$ cat src/rtl/stack_pkg.sv
// Shared constants and encodings for the return-address stack codebase.
package stack_pkg;

    localparam int DEF_WIDTH       = 11;
    localparam int DEF_DEPTH       = 8;
    localparam int DEF_PUSH_OFFSET = 1;

    typedef enum logic [1:0] {
        ERR_NONE      = 2'b00,
        ERR_OVERFLOW  = 2'b01,
        ERR_UNDERFLOW = 2'b10
    } err_code_e;

    typedef enum logic [1:0] {
        OP_IDLE    = 2'b00,
        OP_POP     = 2'b01,
        OP_PUSH    = 2'b10,
        OP_REPLACE = 2'b11
    } stack_op_e;

    function automatic stack_op_e decode_op(input logic store, input logic load);
        return stack_op_e'({store, load});
    endfunction

endpackage

$ cat src/rtl/stack_regfile.sv
// DEPTH x WIDTH storage: one synchronous write port, one asynchronous read port.
module stack_regfile #(
    parameter int WIDTH = stack_pkg::DEF_WIDTH,
    parameter int DEPTH = stack_pkg::DEF_DEPTH,
    parameter int AW    = $clog2(DEPTH)
) (
    input  logic             clk,
    input  logic             we_i,
    input  logic [AW-1:0]    waddr_i,
    input  logic [WIDTH-1:0] wdata_i,
    input  logic [AW-1:0]    raddr_i,
    output logic [WIDTH-1:0] rdata_o
);

    logic [WIDTH-1:0] mem_q [DEPTH];

    // NOTE: storage has no reset; entries above level are never observed, so clearing them buys nothing.
    always_ff @(posedge clk) begin
        if (we_i) begin
            mem_q[waddr_i] <= wdata_i;
        end
    end

    assign rdata_o = mem_q[raddr_i];

endmodule

$ cat src/rtl/return_stack.sv
// Return-address stack: level pointer, sticky error flags and push/pop/replace control.
module return_stack
    import stack_pkg::*;
#(
    parameter int WIDTH       = DEF_WIDTH,
    parameter int DEPTH       = DEF_DEPTH,
    parameter int PUSH_OFFSET = DEF_PUSH_OFFSET,
    parameter int LW          = $clog2(DEPTH + 1)
) (
    input  logic             clk,
    input  logic             rst,
    input  logic [WIDTH-1:0] in_val,
    input  logic             store,
    input  logic             load,
    input  logic             clr_err,
    output logic [WIDTH-1:0] out_val,
    output logic [LW-1:0]    level,
    output logic             empty,
    output logic             full,
    output logic             overflow,
    output logic             underflow
);

    localparam int AW = $clog2(DEPTH);

    logic [LW-1:0]    level_q, level_d;
    logic             overflow_q, overflow_d;
    logic             underflow_q, underflow_d;
    logic             we;
    logic [AW-1:0]    waddr;
    logic [AW-1:0]    raddr;
    logic [WIDTH-1:0] wdata;
    logic [WIDTH-1:0] rdata;
    err_code_e        err_ev;

    assign empty = (level_q == '0);
    assign full  = (level_q == LW'(DEPTH));
    assign wdata = in_val - WIDTH'(PUSH_OFFSET);

    // NOTE: every variable gets a default before the case so no path leaves one unassigned (no latches).
    always_comb begin
        level_d = level_q;
        we      = 1'b0;
        waddr   = '0;
        err_ev  = ERR_NONE;
        unique case (decode_op(store, load))
            OP_PUSH: begin
                if (full) begin
                    err_ev = ERR_OVERFLOW;
                end else begin
                    we      = 1'b1;
                    waddr   = AW'(level_q);
                    level_d = level_q + LW'(1);
                end
            end
            OP_POP: begin
                if (empty) begin
                    err_ev = ERR_UNDERFLOW;
                end else begin
                    level_d = level_q - LW'(1);
                end
            end
            OP_REPLACE: begin
                // On an empty stack a combined request degenerates to a plain push into entry 0.
                we = 1'b1;
                if (empty) begin
                    level_d = LW'(1);
                end else begin
                    waddr = AW'(level_q - LW'(1));
                end
            end
            default: ;
        endcase

        overflow_d  = (overflow_q  & ~clr_err) | (err_ev == ERR_OVERFLOW);
        underflow_d = (underflow_q & ~clr_err) | (err_ev == ERR_UNDERFLOW);
    end

    // NOTE: state registers use non-blocking assignments so all flops sample pre-edge values together.
    always_ff @(posedge clk or posedge rst) begin
        if (rst) begin
            level_q     <= '0;
            overflow_q  <= 1'b0;
            underflow_q <= 1'b0;
        end else begin
            level_q     <= level_d;
            overflow_q  <= overflow_d;
            underflow_q <= underflow_d;
        end
    end

    assign raddr = empty ? '0 : AW'(level_q - LW'(1));

    stack_regfile #(
        .WIDTH (WIDTH),
        .DEPTH (DEPTH),
        .AW    (AW)
    ) u_regfile (
        .clk     (clk),
        .we_i    (we & ~rst),
        .waddr_i (waddr),
        .wdata_i (wdata),
        .raddr_i (raddr),
        .rdata_o (rdata)
    );

    assign out_val   = empty ? '0 : rdata;
    assign level     = level_q;
    assign overflow  = overflow_q;
    assign underflow = underflow_q;

endmodule
$ cat config.mk
export PLATFORM = sky130hd
export DESIGN_NAME = return_stack
export DESIGN_NICKNAME = d
export VERILOG_FILES = /design/src/rtl/stack_pkg.sv /design/src/rtl/stack_regfile.sv /design/src/rtl/return_stack.sv
export SDC_FILE = /design/constraint.sdc
export NUM_CORES = 1
export LEC_CHECK = 0
export BUFFER_PORTS_ARGS = -buffer_cell sky130_fd_sc_hd__buf_2
export CAP_MARGIN = 20
export CORE_MARGIN = 5
export CORE_UTILIZATION = 55
export DETAILED_ROUTE_END_ITERATION = 16
export GPL_ROUTABILITY_DRIVEN = 0
export PLACE_DENSITY = 0.74
export SKIP_CTS_REPAIR_TIMING = 1
export SLEW_MARGIN = 20
export SYNTH_ARGS = -nofsm -noshare
export SYNTH_HDL_FRONTEND = slang
export SYNTH_SLANG_ARGS = --single-unit
$ cat constraint.sdc
create_clock -name clk -period 4.5 [get_ports clk]
set_input_delay 0.225 -clock clk [delete_from_list [all_inputs] [get_ports clk]]
set_output_delay 0.225 -clock clk [all_outputs]
set_load 0.1 [all_outputs]
==> results.md, run 1 <==
* Status: complete, no violations
* Largest net degree at the start of global routing at 31
* Clk sinks at 94
* DP HPWL at between 6000 and 7000 um
* Post-synthesis sequential area ratio at between 60% and 70%
* Clock latency on the worst-skew pair at between 0.3 and 0.4 ns
* DR WL/cell at around 20 um
* Top cells by area, synth: edfxtp_1 62%, mux2i_1 5.7%, dfrtp_1 3.5%, o2bb2ai_1 2.7%, a221o_1 2.4%
* Uppermost routed layer: met4
* WL met1 at roughly 4000 um
* Clk_skew at about 0.013 ns
* # DRC at 0
* Slew Limit Fails at 0
* Min cycle time layout at 3.32 ns
* Deepest clock path buffer count at 2
* Cell Chain, Critical Path: inv_1, buf_4, ha_1, or3b_4, nand2_1, a22oi_1, o221ai_2, buf_2
* First-pass GRT wire length at between 10,000 and 15,000 um
* Routed vias/inst at 6.01
* Fin. Hold Viols at 0
* Starting DRT DRC Count at a little under 200
* Die W at a little under 100 um
* # IOs at 35
* Layout net count at about 350
* Ys async rst share at 6.38%
* Final setup fails at 0
* Root buffer cell: clkbuf_8
* Post-synth top area share at just over 60%
* Reg clk slew, reported paths at 0.10 ns
* Crit path largest cell delay at 0.50 ns
* Met2 WL at about 4300 um
* Synth cell types at 42
* Yosys top cell by area: edfxtp_1
* H-tree depth at 3
* Mapped Cells at approximately 280
* EDFF count, synth at 88
* Layout cell share with drive strength beyond 1 at a little under a quarter
* Total Routing Usage GR at 19.3%
* Number of global-route vias before repair at about 2,500
* Synth Net Count at 308
* DRT Pass-1 Iters at 5
* Crit start category: flop
* WS Path Type: flop to output pin
* Worst Path Max Fanout at 25
* Yosys reg bits at 94
* Normalized max-slew margin at a little under two fifths
* Mean post-synth cell area at 14.9 um2
* PortBufs at 34
* TNS Setup at 0 ns
* Slew @ Worst Pin at 0.931 ns
* Worst path required time at around 4.3 ns
* Hold Path Cell Cnt at 3
* Tcrit/Tclk final at approximately 74%
* CTS tree: built
* Synth Cell Area at ~4200 um2
* CP Data Arrival Time at slightly above 3 ns
* CTS buffer count at 9
* Core ar. at approximately 7600 um2
* Site row count at 32
* Final WL at approximately 9000 um
* Vias at 2,595
* Unrepaired setup endpoints after global routing: false
* Yosys warns at 0
* Die Y at slightly below 100 um
* Slowest CP cell: or3b_4
* R2r worst-path depth at 8
* DRT antenna net count at 0
* Initial antenna violation count at 0
* # diodes at 0
* Primary FF master, synth: edfxtp_1
* Min-Delay Path Class: primary input to flop
* Met3 WL at about 550 um
* DIE AREA at 9560 um2
* Total of max-cap violations at 0
* FMAX at around 0.3 GHz
* Endpoint class of the critical path: output pin
* Area growth syn-to-layout at 12.4%
* Initial core utilization at 55.7%
* GRT Residual Overflow at 0
[state kept, by name, summed over array words and instances (netlist names)]
signal and cells:
u_regfile.mem_q 88, overflow 1, level 4, underflow 1
[worst paths after layout]
path | startpoint | endpoint | slack (ns)
worst min-delay path | clr_err | overflow | 0.17
worst max register to register | level[0] | u_regfile.mem_q[0][5] | 1.32
worst min register to register | overflow | overflow | 0.50
min in group asynchronous | rst | underflow | 0.35
max in group asynchronous | rst | level[0] | 3.96
worst max-delay path | level[0] | out_val[10] | 1.18
[cells in the final DEF (no fill, tap or decap), drive strengths merged, types with 2 or more instances in the layout]
cell and instances:
xnor2 4, nor2 23, nand2 5, edfxtp 88, clkinv 5, nor3b 3
inv 15, nor2b 2, mux4 2, nor3 6, mux2i 24, nand2b 2
a221o 10, o2bb2ai 13, buf 42, ha 8, nand3b 2, o221ai 11
clkbuf 10, a22oi 10, nor4b 2, o21ai 2, a22o 2, xor2 6
a32o 2, dfrtp 6, a21oi 7, a32oi 3, and3 5
[layout make-up]
cell class,instances,area [um2]
clock buffers,10,128
inverters,14,53.8
repair buffers,43,240
clock inverters,6,46.3
multi-input cells,163,1380
fillers,589,2840
flip-flops and latches,94,2790
well taps,102,128
[worst max-delay path: cells and delay by family (launching register included)]
kind                       cells  cell delay (ns)
and+or+nand+nor                2             0.88
AOI/OAI and AO/OA              2             0.37
DFF                            1             0.39
buffers and inverters          3             0.79
adders and majority gates      1             0.29
[routing by layer]
metal | up-vias | GRT usage, %
met4 | 0 | 8.09
met2 | 95 | 30.3
met3 | 13 | 3.14
li1 | 1209 | -
met5 | - | 0
met1 | 1278 | 26.9
[cell families after synthesis]
group / synth area share, %
mux: 6.73
compound gates: 12.5
flops: 65.9
xor+xnor: 2.07
simple gates: 7.26
buf+inv: 3.16
fa+ha+maj: 2.36
[synthesized netlist by cell type (all sizes together) (2+ instances only)]
master / count
dfrtp: 6
nor4b: 2
xnor2: 4
nor3b: 3
o221ai: 11
nand2b: 2
mux2i: 24
clkbuf: 3
ha: 8
o21ai: 2
a21oi: 7
a221o: 10
nand3b: 2
edfxtp: 88
nor3: 6
a32o: 2
a22oi: 10
nor2: 23
nor2b: 2
and3: 5
buf: 10
inv: 13
a22o: 2
nand2: 5
mux4: 2
a32oi: 3
o2bb2ai: 13
xor2: 6
[stage by stage]
step / hold WS (ns) / setup slack [ns] / std cells / util (%) / area, um2
2_1_floorplan: 0.0160 / 0.195 / 284 / - / 4300
3_3_place_gp: 0.196 / 1.41 / 415 / 60.2 / 4580
3_5_place_dp: 0.198 / 1.32 / 415 / 60.2 / 4580
4_1_cts: -0.195 / 1.20 / 431 / 62.5 / 4750
5_1_grt: 0.193 / 1.05 / 432 / 62.6 / 4760
6_report: 0.170 / 1.18 / 432 / 62.6 / 4760
Power of run 1 is not shown: default switching activity piles up to over one toggle a cycle in this logic, so the estimate is an artifact.
==> run 2: changes to the inputs <==
==> constraint.sdc (replaced) <==
create_clock -name clk -period 3.3 [get_ports clk]
set_input_delay 0.165 -clock clk [delete_from_list [all_inputs] [get_ports clk]]
set_output_delay 0.165 -clock clk [all_outputs]
set_load 0.1 [all_outputs]
==> run 2 against run 1 <==
Compared with the run above:
- wire length fell by 0.54%
- global-route usage fell by 0.23 points
- largest cell class unchanged
- sequential share of layout area shrank 3.5 points
- hold slack got worse by 0.052 ns
- highest routed layer unchanged
- via count fell by 1.0%
- critical endpoint is now out_val[3]
- final cell count is 0.69% lower
- die area is the same
- cell area increased by 6.5%
- first-iteration DRC count grew 1.0%
==> results.md, run 2 (same netlist as run 1, synthesis figures left out) <==
* Reg clk slew, reported paths at 0.10 ns (about the same)
* Top delay family on crit path: simple AND/OR/NAND/NOR gates
* DRT antenna net count at 0 (unchanged)
* Cell Chain, Critical Path: inv_1, ha_1, or3b_4, clkinv_8, nor2_4, mux2i_1, o221ai_4, buf_12
* Status: complete, no violations
* Min cycle time layout at 3.04 ns
* Site row count at 32 (unchanged)
* Slew Limit Fails at 0 (unchanged)
* Final WL at 8810 um (-0.54%)
* Slowest CP cell: dfrtp_1
* Starting DRT DRC Count at 196 (+1.0%)
* Worst Path Max Fanout at 13 (-48%)
* # diodes at 0 (unchanged)
* Clk sinks at 94 (unchanged)
* Most frequent cells in the layout: 88 x edfxtp_1, 24 x mux2i_1, 24 x buf_2, 20 x nor2_1
* # IOs at 35 (unchanged)
* DIE AREA at 9560 um2 (unchanged)
* Normalized max-slew margin at 35.2% (-2.7 points)
* Clk_skew at 0.0165 ns (+0.00351 ns)
* Fin. Hold Viols at 0 (unchanged)
* Number of global-route vias before repair at 2,497 (-1.6%)
* Die Y at 97.8 um (unchanged)
* Crit start category: flop
* DR WL/cell at 20.5 um (+0.15%)
* Reg with most FFs: u_regfile.mem_q
* Min-Delay Path Class: primary input to flop
* Layout cell share with drive strength beyond 1 at 24.5% (+1.1 points)
* CTS tree: built
* DRT Pass-1 Iters at 4 (-1)
* Inst Count DP at 412 (-0.72%)
* PortBufs at 34 (unchanged)
* Area growth syn-to-layout at 19.7%
* Die W at 97.8 um (unchanged)
* Commonest non-fill, non-tap cell in the layout: edfxtp_1
* Total of max-cap violations at 0 (unchanged)
* Non-filler cells, final at 429 (-0.69%)
* Initial antenna violation count at 0 (unchanged)
* CTS buffer count at 9 (unchanged)
* Routed vias/inst at 5.99 (-0.31%)
* Unrepaired setup endpoints after global routing: false
* # DRC at 0 (unchanged)
* Root buffer cell: clkbuf_8
* First-pass GRT wire length at 13,800 um (-2.0%)
* FMAX at 0.329 GHz
* Deepest clock path buffer count at 2 (unchanged)
* Initial core utilization at 55.7% (unchanged)
* Vias at 2,569 (-1.0%)
* Worst path required time at 3.13 ns (-1.15 ns)
* Layout net count at 346 (-0.86%)
* Core ar. at 7610 um2 (unchanged)
* Tcrit/Tclk final at between 90 and 100%
* WS Path Type: flop to output pin
* Clock latency on the worst-skew pair at 0.36 ns (about the same)
* Slew @ Worst Pin at 0.967 ns (+0.0357 ns)
* DP HPWL at 6090 um (+0.62%)
* Max reg flops at 88 (unchanged)
* GRT Residual Overflow at 0 (unchanged)
* Buf+Inv Stages, Crit Path at 3 (unchanged)
* TNS Setup at 0 ns (unchanged)
* H-tree depth at 3 (unchanged)
* Endpoint class of the critical path: output pin
* Crit path largest cell delay at 0.48 ns (-0.02 ns)
* Total Routing Usage GR at 19.0% (-0.23 points)
* CP Data Arrival Time at 2.88 ns (-0.22 ns)
* Final setup fails at 0 (unchanged)
* Largest net degree at the start of global routing at 31 (unchanged)
-- run 2: cell count changes in the layout (fill, tap and decap cells not counted), moves of 2 or more --
cell      delta
buf_2       -10
o221ai_2    -10
nor3_1       -2
nor3b_2      -2
buf_4        -3
nor3b_4      +2
buf_12      +10
o221ai_4    +10
-- run 2: routing by layer --
| metal | global-route usage, % | part of all wire, % |
|---|---|---|
| met4 | 5.43 | 0.85 |
| met1 | 27.8 | 43 |
| met5 | 0 | 0 |
| met3 | 2.86 | 6.5 |
| met2 | 29.9 | 49 |
-- run 2: metrics by stage --
step                utilization [%]  instance area, um2  hold slack [ns]  setup slack (ns)
CTS                            66.5                5060           -0.243             0.258
global placement               64.3                4890            0.143             0.442
floorplan                         -                4490          -0.0440            0.0342
finish                         66.7                5070            0.118             0.260
detailed placement             64.3                4890            0.144             0.371
global route                   66.7                5070            0.151            0.0968
-- run 2: worst register-to-register path, delay by kind of cell (launching register included) --
family	cells	cell delay (ns)
AO/OA/AOI/OAI	1	0.13
adder cells (fa/ha/maj)	1	0.26
buffers and inverters	1	0.14
flip-flops	1	0.48
AND/OR/NAND/NOR	3	1.56
-- run 2: area by class of cell --
type | instances | area [um2]
sequential | 94 | 2800
fill | 545 | 2530
multi-input combinational | 163 | 1540
timing repair buffer | 40 | 368
clock buffer | 10 | 128
tap | 102 | 128
inverter | 14 | 65.1
clock inverter | 6 | 46.3
-- run 2: path summary, 6_finish.rpt --
check                         start               endpoint  slack (ns)  cells after the start
max                        level[1]             out_val[3]        0.26                      8
min                         clr_err               overflow        0.12                      3
max reg2reg                level[1]  u_regfile.mem_q[3][6]        0.36                      6
min reg2reg                overflow               overflow        0.50                      1
max in group asynchronous       rst               level[0]        2.75                      3
min in group asynchronous       rst              underflow        0.30                      3
Power of run 2 is left out for the same reason.
==> run 3: changes to the inputs <==
--- a/config.mk
+++ b/config.mk
@@ -12,6 +12,7 @@
 export DETAILED_ROUTE_END_ITERATION = 16
 export GPL_ROUTABILITY_DRIVEN = 0
 export PLACE_DENSITY = 0.74
+export RECOVER_POWER = 100
 export SKIP_CTS_REPAIR_TIMING = 1
 export SLEW_MARGIN = 20
 export SYNTH_ARGS = -nofsm -noshare
==> run 3 against run 2 <==
Compared with the run above:
- critical path depth grew 1
- first-iteration DRC count increased by 6.1%
- global-route usage did not move
- register-to-register slack got worse by 0.15 ns
- sequential cell count unchanged
- critical path type unchanged
- die area unchanged
- cell area shrank 1.0%
==> results.md, run 3 (same netlist as run 1, synthesis figures left out) <==
* Top delay family on crit path: buffers and inverters
* # IOs at 35 (unchanged)
* Reg clk slew, reported paths at 0.10 ns (about the same)
* CTS tree: built
* Slew @ Worst Pin at 1.17 ns (+0.204 ns)
* GRT Residual Overflow at 0 (unchanged)
* Max reg flops at 88 (unchanged)
* Most frequent cells in the layout: 88 x edfxtp_1, 24 x mux2i_1, 20 x nor2_1, 14 x inv_1
* DR WL/cell at 20.5 um (-0.33%)
* Core ar. at 7610 um2 (unchanged)
* Crit path largest cell delay at 0.50 ns (+0.02 ns)
* Commonest non-fill, non-tap cell in the layout: edfxtp_1
* # DRC at 0 (unchanged)
* Total of max-cap violations at 0 (unchanged)
* Vias at 2,582 (+0.51%)
* Reg with most FFs: u_regfile.mem_q
* Flop2flop setup slack at 0.21 ns (-0.15 ns)
* Status: complete, no violations
* First-pass GRT wire length at 13,800 um (unchanged)
* Total Routing Usage GR at 19.0% (unchanged)
* Layout cell share with drive strength beyond 1 at 20.5% (-4.0 points)
* TNS Setup at 0 ns (unchanged)
* Endpoint class of the critical path: output pin
* CTS buffer count at 9 (unchanged)
* H-tree depth at 3 (unchanged)
* Buf+Inv Stages, Crit Path at 4 (+1)
* Initial antenna violation count at 0 (unchanged)
* Layout net count at 346 (unchanged)
* Crit start category: flop
* Min-Delay Path Class: primary input to flop
* Final setup fails at 0 (unchanged)
* Cell Chain, Critical Path: inv_1, ha_1, or3b_4, inv_1, nor2_2, buf_4, a221o_1, o221ai_4, buf_12
* Die Y at 97.8 um (unchanged)
* Deepest clock path buffer count at 2 (unchanged)
* DP HPWL at 6090 um (unchanged)
* Final WL at 8780 um (-0.33%)
* Slew Limit Fails at 0 (unchanged)
* Worst Path Max Fanout at 13 (unchanged)
* Slowest CP cell: or3b_4
* Area growth syn-to-layout at 18.4%
* Starting DRT DRC Count at 208 (+6.1%)
* # diodes at 0 (unchanged)
* Min cycle time layout at 3.11 ns (+0.0743 ns)
* CP Data Arrival Time at 2.95 ns (+0.07 ns)
* Most used cell along the critical path: inv_1
* Normalized max-slew margin at 22.3% (-13 points)
* Clock latency on the worst-skew pair at 0.36 ns (about the same)
* Root buffer cell: clkbuf_8
* Worst path required time at 3.13 ns (about the same)
* DRT Pass-1 Iters at 5 (+1)
* DIE AREA at 9560 um2 (unchanged)
* Initial core utilization at 55.7% (unchanged)
* Unrepaired setup endpoints after global routing: false
* DRT antenna net count at 0 (unchanged)
* Largest net degree at the start of global routing at 31 (unchanged)
* Tcrit/Tclk final at 94.4% (+2.3 points)
* Site row count at 32 (unchanged)
* Die W at 97.8 um (unchanged)
* Number of global-route vias before repair at 2,497 (unchanged)
* FMAX at 0.321 GHz (-2.4%)
* Fillers at 561 (+2.9%)
* PortBufs at 34 (unchanged)
* WS Path Type: flop to output pin
* Routed vias/inst at 6.02 (+0.51%)
* Clk sinks at 94 (unchanged)
* Clk_skew at 0.0168 ns (+0.000299 ns)
* Fin. Hold Viols at 0 (unchanged)
run 3: stage by stage:
step           cell area (um2)  hold slack [ns]  setup slack, ns  util, %  cells
2_1_floorplan             4490          -0.0440           0.0342        -    284
3_3_place_gp              4890            0.143            0.442     64.3    412
3_5_place_dp              4890            0.144            0.371     64.3    412
4_1_cts                   5060           -0.243            0.258     66.5    428
5_1_grt                   5020            0.151           0.0514     66.0    429
6_report                  5020            0.120            0.185     66.0    429
run 3: path summary, 6_finish.rpt:
kind                       depth (start not counted)                     end      from
hold / removal                                     3                overflow   clr_err
min in group asynchronous                          3               underflow       rst
setup / recovery                                   9              out_val[1]  level[1]
max in group asynchronous                          3                level[0]       rst
hold reg to reg                                    1                overflow  overflow
setup reg to reg                                   7  u_regfile.mem_q[1][10]  level[1]
run 3: layout make-up:
type	instances	area [um2]	share of cell area, %
multi-input cells	163	1540	30.6
repair buffers	40	335	6.68
inverters	14	52.6	1.05
clock buffers	10	128	2.54
clock inverters	6	46.3	0.922
well taps	102	128	2.54
flip-flops and latches	94	2800	55.7
run 3: tightest hold or removal path, delay by kind of cell:
family / cells / cell delay [ns]
buf+inv: 2 / 0.17
compound gates: 1 / 0.12
run 3: layer usage:
metal / up-vias / wire length, um / global-route usage (%)
met5: - / 0 / 0
met4: 0 / 78 / 5.43
met3: 7 / 506 / 2.86
met2: 81 / 4360 / 29.9
met1: 1288 / 3830 / 27.8
li1: 1206 / - / -
Power of run 3 is left out for the same reason.
